`config.mk`:
```
export PLATFORM = sky130hd
export DESIGN_NAME = rx_uart_lite
export DESIGN_NICKNAME = d
export VERILOG_FILES = /design/src/rtl/rx_uart_lite_pkg.sv /design/src/rtl/rx_uart_lite_sync.sv /design/src/rtl/rx_uart_lite.sv
export SDC_FILE = /design/constraint.sdc
export NUM_CORES = 1
export LEC_CHECK = 0
export BUFFER_PORTS_ARGS = -buffer_cell sky130_fd_sc_hd__buf_2
export CAP_MARGIN = 25
export CELL_PAD_IN_SITES_DETAIL_PLACEMENT = 0
export CELL_PAD_IN_SITES_GLOBAL_PLACEMENT = 1
export CORE_UTILIZATION = 52
export CTS_BUF_LIST = sky130_fd_sc_hd__clkbuf_16
export DETAILED_ROUTE_END_ITERATION = 16
export GPL_TIMING_DRIVEN = 0
export HOLD_SLACK_MARGIN = 0.08
export PLACE_DENSITY_LB_ADDON = 0.08
export SETUP_SLACK_MARGIN = 0.05
export SLEW_MARGIN = 10
export SYNTH_ARGS = -nofsm -noshare
export SYNTH_HDL_FRONTEND = slang
export SYNTH_HIERARCHICAL = 1
export SYNTH_SLANG_ARGS = --single-unit
```
`constraint.sdc`:
```
create_clock -name i_clk -period 6.5 [get_ports i_clk]
set_clock_uncertainty 0.1 [all_clocks]
set_input_delay 1.3 -clock i_clk [delete_from_list [all_inputs] [get_ports i_clk]]
set_output_delay 1.3 -clock i_clk [all_outputs]
set_load 0.03 [all_outputs]
```
`src/rtl/rx_uart_lite_pkg.sv`:
```
// rtl/rx_uart_lite_pkg.sv - shared constants, state encoding and load helper for rx_uart_lite
package rx_uart_lite_pkg;

  // Baud counter width; CLOCKS_PER_BAUD must fit in it
  localparam int unsigned CNT_W = 24;

  // 100 MHz system clock at 115200 baud
  localparam logic [CNT_W-1:0] CLOCKS_PER_BAUD_DEF = 24'd868;

  // Receiver FSM encoding
  typedef logic [1:0] rx_state_t;
  localparam rx_state_t ST_IDLE  = 2'd0;
  localparam rx_state_t ST_START = 2'd1;
  localparam rx_state_t ST_DATA  = 2'd2;
  localparam rx_state_t ST_STOP  = 2'd3;

  // Counter load that lands the first expiry in the middle of the start bit
  function automatic logic [CNT_W-1:0] half_bit_load(input logic [CNT_W-1:0] cpb);
    return (cpb >> 1) - CNT_W'(1);
  endfunction

endpackage

```
`src/rtl/rx_uart_lite_sync.sv`:
```
// rtl/rx_uart_lite_sync.sv - two-flop synchronizer, edge-detect flop and line-high arming for the RX pin
module rx_uart_lite_sync (
  input  logic i_clk,
  input  logic i_reset,
  input  logic i_rx,
  output logic o_rx_s,
  output logic o_rx_fall
);

  logic       rx_m;
  logic       rx_s;
  logic       rx_d;
  logic [1:0] fill;
  logic       armed;

  // Synchronize the raw line and keep one delayed copy; all flops idle high
  always_ff @(posedge i_clk or posedge i_reset) begin
    if (i_reset) begin
      rx_m <= 1'b1;
      rx_s <= 1'b1;
      rx_d <= 1'b1;
    end else begin
      rx_m <= i_rx;
      rx_s <= rx_m;
      rx_d <= rx_s;
    end
  end

  // The reset-to-1 values are not real line samples, so only arm edge
  // detection after rx_s has carried a genuine high from the pin
  always_ff @(posedge i_clk or posedge i_reset) begin
    if (i_reset) begin
      fill  <= 2'b00;
      armed <= 1'b0;
    end else begin
      fill <= {fill[0], 1'b1};
      if (fill[1] && rx_s) begin
        armed <= 1'b1;
      end
    end
  end

  assign o_rx_s    = rx_s;
  assign o_rx_fall = armed & rx_d & ~rx_s;

endmodule

```
`src/rtl/rx_uart_lite.sv`:
```
// rtl/rx_uart_lite.sv - 8N1 UART receiver; define RX_UART_LITE_FRAME_ERR_EN for stop-bit checking and o_frame_err
module rx_uart_lite
  import rx_uart_lite_pkg::*;
#(
  parameter logic [CNT_W-1:0] CLOCKS_PER_BAUD = CLOCKS_PER_BAUD_DEF
) (
  input  logic       i_clk,
  input  logic       i_reset,
  input  logic       i_uart_rx,
  output logic       o_wr,
`ifdef RX_UART_LITE_FRAME_ERR_EN
  output logic [7:0] o_data,
  output logic       o_frame_err
`else
  output logic [7:0] o_data
`endif
);

  localparam logic [CNT_W-1:0] HALF_LOAD = half_bit_load(CLOCKS_PER_BAUD);
  localparam logic [CNT_W-1:0] FULL_LOAD = CLOCKS_PER_BAUD - CNT_W'(1);

  logic             rx_s;
  logic             rx_fall;
  rx_state_t        state;
  rx_state_t        state_nxt;
  logic [CNT_W-1:0] cnt;
  logic [2:0]       bit_idx;
  logic [7:0]       shreg;
  logic             baud_tick;
  logic             stop_tick;
  logic             stop_good;

  rx_uart_lite_sync u_sync (
    .i_clk     (i_clk),
    .i_reset   (i_reset),
    .i_rx      (i_uart_rx),
    .o_rx_s    (rx_s),
    .o_rx_fall (rx_fall)
  );

  assign baud_tick = (cnt == '0);
  assign stop_tick = (state == ST_STOP) && baud_tick;

`ifdef RX_UART_LITE_FRAME_ERR_EN
  assign stop_good = rx_s;
`else
  assign stop_good = 1'b1;
`endif

  // Next state: frame sequencing driven by the baud counter expiring
  always_comb begin
    state_nxt = state;
    case (state)
      ST_IDLE:  if (rx_fall) state_nxt = ST_START;
      ST_START: if (baud_tick) state_nxt = rx_s ? ST_IDLE : ST_DATA;
      ST_DATA:  if (baud_tick && (bit_idx == 3'd7)) state_nxt = ST_STOP;
      ST_STOP:  if (baud_tick) state_nxt = ST_IDLE;
      default:  state_nxt = ST_IDLE;
    endcase
  end

  // State register; STOP returns to IDLE at mid stop bit so a back-to-back start edge is seen
  always_ff @(posedge i_clk or posedge i_reset) begin
    if (i_reset) begin
      state <= ST_IDLE;
    end else begin
      state <= state_nxt;
    end
  end

  // Baud counter: half-bit load on the start edge, full-bit reload at every expiry
  always_ff @(posedge i_clk or posedge i_reset) begin
    if (i_reset) begin
      cnt <= '0;
    end else if (state == ST_IDLE) begin
      if (rx_fall) begin
        cnt <= HALF_LOAD;
      end
    end else if (baud_tick) begin
      cnt <= FULL_LOAD;
    end else begin
      cnt <= cnt - CNT_W'(1);
    end
  end

  // Data capture: LSB arrives first, so shift right and insert at the MSB
  always_ff @(posedge i_clk or posedge i_reset) begin
    if (i_reset) begin
      bit_idx <= 3'd0;
      shreg   <= 8'h00;
    end else if ((state == ST_START) && baud_tick) begin
      bit_idx <= 3'd0;
    end else if ((state == ST_DATA) && baud_tick) begin
      shreg   <= {rx_s, shreg[7:1]};
      bit_idx <= bit_idx + 3'd1;
    end
  end

  // Byte delivery: one-cycle strobe after the stop sample, o_data moves only with it
  always_ff @(posedge i_clk or posedge i_reset) begin
    if (i_reset) begin
      o_wr   <= 1'b0;
      o_data <= 8'h00;
    end else begin
      o_wr <= stop_tick & stop_good;
      if (stop_tick && stop_good) begin
        o_data <= shreg;
      end
    end
  end

`ifdef RX_UART_LITE_FRAME_ERR_EN
  // Framing error pulse on a low stop sample; IDLE re-arms only after a fresh falling edge
  always_ff @(posedge i_clk or posedge i_reset) begin
    if (i_reset) begin
      o_frame_err <= 1'b0;
    end else begin
      o_frame_err <= stop_tick & ~rx_s;
    end
  end
`endif

endmodule

```
**Word-level counts from Yosys, hierarchy flattened**

Cells that the tools add are included.

- Register bits after elaboration: 52
- Input port bits: 3
- Output and inout bits: 9
- Word-level logic and storage cells: 46

- Equality and inequality tests: 8
- Reduce and logical (&&, ||, !) cells: 10
- Bitwise gates (word level): 4
- Add/subtract/negate cells: 2
- Mux-type cells: 11

Operator list:

| kind | count |
|---|---|
| $mux W24 | 3 |
| $logic_not A24 Y1 | 1 |
| $sub A24 B1 Y24 const B | 1 |
| $mux W2 | 5 |
| $ne A2 B2 Y1 const B | 4 |
| $pmux W2 S4 | 1 |
| $mux W3 | 2 |
| $logic_and A1 B1 Y1 | 5 |
| $eq A2 B2 Y1 const B | 2 |
| $reduce_and A4 Y1 | 1 |
| $add A3 B1 Y3 const B | 1 |
| $eq A3 B3 Y1 const B | 1 |
| $and A1 B1 Y1 | 2 |
| $eq A2 B1 Y1 const B | 1 |
| $logic_not A2 Y1 | 1 |
| $not A1 Y1 | 2 |
| $reduce_and A2 Y1 | 1 |
| $reduce_bool A2 Y1 | 1 |

**Longest topological paths before layout**

- Depth in word-level cells: 4
- Gate-level depth with buffers: 8
- Depth with buffers taken out: 7

**Hierarchy**

Netlist, hierarchy kept.

Modules (own cells, without submodules):

| module | seq. area each (um^2) | instances | cells an instance | area each (um^2) |
|---|---|---|---|---|
| rx_uart_lite | 1151.1 | 1 | 232 | 2348.5 |
| rx_uart_lite_sync | 153.9 | 1 | 10 | 178.9 |

**Worst setup path before layout**

Ideal clock, no wire load.

- Kind: register -> register
- Start point: reg cnt[7]
- End point: reg shreg[0]
- Path buffers: 0
- Data required time: 6.275 ns
- Clock period less this slack: 2.478 ns
- Arrival time: 2.253 ns
- Library setup time: 0.125 ns
- Cell stages (with the launch flop): 6
- Path slack: 4.022 ns
- Cell sequence: dfrtp_1 or4_1 nor3_2 nand3_2 nor3b_4 mux2_2

- Longest elaborated chain between the ends: 4
- Elaborated cells between the ends (all ways): 5
- Classes of those cells: bitwise (1); reduce/logical (4)

Ends and longest elaborated chain:

| what | RTL line | RTL |
|---|---|---|
| start: declaration | rx_uart_lite.sv:26 | `logic [CNT_W-1:0] cnt;` |
| start signal: assignment | rx_uart_lite.sv:82 | `cnt <= cnt - CNT_W'(1);` |
| $logic_not A24 Y1 (*) | rx_uart_lite.sv:41 | `assign baud_tick = (cnt == '0);` |
| $logic_and A1 B1 Y1 | rx_uart_lite.sv:91 | `end else if ((state == ST_START) && baud_tick) begin` |
| $not A1 Y1 (no line) | n/a |  |
| $reduce_and A2 Y1 (no line) (*) | n/a |  |
| end signal: assignment | rx_uart_lite.sv:94 | `shreg <= {rx_s, shreg[7:1]};` |
| end: declaration | rx_uart_lite.sv:28 | `logic [7:0] shreg;` |

Every way passes the cells marked *; elsewhere a longest branch is shown, timed or not.
A chain may end at the register's enable or synchronous reset.

**Worst setup path in the final report**

- Start point: reg cnt[7]
- End point: reg cnt[16]

- Longest elaborated chain between the ends: 3
- Elaborated cells between the ends (all ways): 4
- Classes of those cells: add/sub (1); mux (2); reduce/logical (1)

Ends and longest elaborated chain:

| what | RTL line | RTL |
|---|---|---|
| $sub A24 B1 Y24 / $logic_not A24 Y1 (equally long branches) | rx_uart_lite.sv:82, rx_uart_lite.sv:41 |  |
| $mux W24 (*) | rx_uart_lite.sv:79 | `end else if (baud_tick) begin` |
| $mux W24 (*) | rx_uart_lite.sv:75 | `end else if (state == ST_IDLE) begin` |

Marks and branches as above.

==> flow_metrics.py <==
metrics = {
    "synth": {
        "synth_top_family_by_area": "simple AND/OR/NAND/NOR gates",
        "ys_warn_count": 6,
        "synth_compound_area_frac": 0.142,
        "seq_area_frac_synth": 0.516,
        "yosysUniqueCellTypes": 45,
        "synth_common_cells": "dfrtp_1 (49), nor2_1 (19), mux2_2 (18)",
        "synth.avg_cell_area_sq_um": 10.4,
        "syn_inst": 242,
        "synth_fp_nets": 249,
        "synth_area_leaders": "dfrtp_1 (49%), mux2_2 (8.0%), dfstp_2 (3.1%)",
        "netlist_area_sq_um": 2530,
        "yosysTopAreaCellShare": 0.485,
        "synth-simple-area-share": 0.211,
        "synthMuxAreaShare": 0.0802,
        "yosys.area_share.xor_xnor": 0,
        "synthAdderAreaFrac": 0.0198,
        "yosysTopAreaCell": "dfrtp_1",
        "synth-main-ff-cell": "dfrtp_1",
        "synth_seq_cells": 52,
        "synth.most_common_cell": "dfrtp_1",
        "synth-async-reset-ratio": 1.00,
        "synth_edf_count": 0,
    },
    "timing": {
        "fmax_ghz": 0.345,
        "rsz0062_at_grt": "no",
        "tns_ns": 0,
        "hold_violations": 0,
        "slew_headroom": 0.491,
        "final-max-slew-violation-count": 0,
        "setup_ws_ns": 3.60,
        "period_minus_slack_ns": 2.90,
        "setup_viol": 0,
        "post-route-period-util": 0.446,
        "worstMarginPinSlew_ns": 0.757,
    },
    "global_route": {
        "grt_use_total": 0.214,
        "grt_first_pass_wirelength_um": 8560,
        "overflow": 0,
        "antenna_found_initial": 0,
        "grt_pass1_vias": 1860,
        "grt_max_degree": 32,
    },
    "clock_tree": {
        "cts-buffers-inserted": 5,
        "root_buffer": "clkbuf_16",
        "cts_max_level": 2,
        "cts_tree": "yes",
        "cts_resized": 0,
        "holdBufCountCts": 0,
        "max-clock-path-buffers": 2,
        "clkSinkCount": 52,
        "clk-insertion-delay-late_ns": 0.29,
        "clk_pin_slew_ns": 0.07,
        "post_cts_buffers": 0,
    },
    "cells_and_area": {
        "stdcell_count": 314,
        "layout.nets": 268,
        "register_area_sq_um": 1310,
        "n_antenna_cell": 0,
        "fillers": 363,
        "fin_area_sq_um": 2810,
        "multi_input_area_sq_um": 1150,
        "drive_gt1_frac": 0.221,
        "fin_util": 0.624,
        "flow.area_growth_from_synthesis_pct": 11.3,
    },
    "placed_design": {
        "placed_cell_area_sq_um": 2670,
        "port_buffers": 11,
        "place_ws_ns": 3.65,
        "hpwl_um": 3540,
        "placedCellCount": 306,
        "gp_congestion": 0.794,
    },
    "critical_path": {
        "crit_type": "reg2reg",
        "arrival_ns": 2.98,
        "path_max_fanout": 10,
        "crit_path_end_kind": "flip-flop",
        "start_kind": "flip-flop",
        "worst_ep_required_time_ns": 6.58,
    },
    "flow_run": {
        "drv_cap": 0,
    },
    "hold_path": {
        "hold_class": "reg2reg",
    },
    "die": {
        "initial_core_util": 0.561,
        "die-area_sq_um": 5140,
        "die_w_um": 71.7,
        "fp.coreArea_sq_um": 4500,
        "die_y_um": 71.7,
        "boundaryPins": 12,
        "rows": 24,
    },
    "power": {
        "p_leak_uw": 0.00139,
        "ir_worst_vdd_mv": 0.181,
        "power.density_nw_per_um2": 277,
    },
    "routing": {
        "via_per_inst": 6.16,
        "antenna_left": 0,
        "drc": 0,
        "vias": 1933,
        "drt-initial-drc-count": 87,
        "avgRoutedWirePerCell_um": 15.9,
        "wirelength_um": 5000,
        "dr.pass1.iters": 4,
    },
    "outcome": {
        "status": "complete, no violations",
    },
}
stage by stage:
stage	hold WS (ns)	power (uW)
after floorplan	0.231	493
final	0.257	778
after CTS	0.259	786
after detailed placement	0.249	528
after global routing	0.260	817
after global placement	0.234	524
sequential cells by signal, indices dropped and copies added (netlist names), named ones only:
name and flops:
bit_idx 3, cnt 24, o_data 8, o_wr 1, shreg 8, state 1, u_sync/armed 1, u_sync/fill 2
u_sync/o_rx_s 1, u_sync/rx_d 1, u_sync/rx_m 1
where the power goes:
part           internal (uW)  switching (uW)
Clock                    142             113
Combinational           52.4            73.1
Sequential               359            38.5
Total                    553             225
metal layers:
layer,part of all wire,up-vias,global-route usage
li1,-,929,-
met1,0.50,959,0.295
met2,0.45,36,0.343
met3,0.038,9,0.0464
met4,0.015,0,0.0632
met5,0,-,0
logic make-up after synthesis:
group,count (synthesis)
mux,18
other cells,1
fa+ha+maj,4
compound gates,56
buf+inv,19
flops,52
simple gates,92
cell usage in the layout (no fill, tap or decap), types with 11 or more instances in the layout:
master and instances:
a31oi_1 11, clkbuf_1 11, o21ai_0 13, nand2_1 17, buf_2 11, nor2_1 19
dfrtp_1 49, a21oi_1 14, mux2_2 18
path summary, 6_finish.rpt:
check | from | endpoint | slack (ns) | cells after the start
min in group asynchronous | i_reset | u_sync/fill[0]$_DFF_PP0_ | 0.83 | 2
max reg2reg | cnt[7]$_DFFE_PP0N_ | cnt[16]$_DFFE_PP0N_ | 3.60 | 6
min | u_sync/rx_m$_DFF_PP1_ | u_sync/o_rx_s$_DFF_PP1_ | 0.26 | 0
max | cnt[7]$_DFFE_PP0N_ | cnt[16]$_DFFE_PP0N_ | 3.60 | 6
min reg2reg | u_sync/rx_m$_DFF_PP1_ | u_sync/o_rx_s$_DFF_PP1_ | 0.26 | 0
max in group asynchronous | i_reset | cnt[17]$_DFFE_PP0N_ | 4.93 | 3
final cells by class:
cell class | instances | area share
sequential | 52 | 0.464
multi-input combinational | 171 | 0.409
clock buffer | 5 | 0.0445
timing repair buffer | 12 | 0.0267
tap | 52 | 0.0231
buffer | 12 | 0.0165
inverter | 7 | 0.00934
clock inverter | 3 | 0.00712
worst max-delay path: stages, from the launching register on:
cell and delay [ns]:
dfrtp_1 0.45, or4_1 0.61, nor3_2 0.49, a31o_2 0.31, clkbuf_1 0.43, o21ai_0 0.18, a21o_2 0.23
No activity file was read; power rests on OpenSTA's default activity.
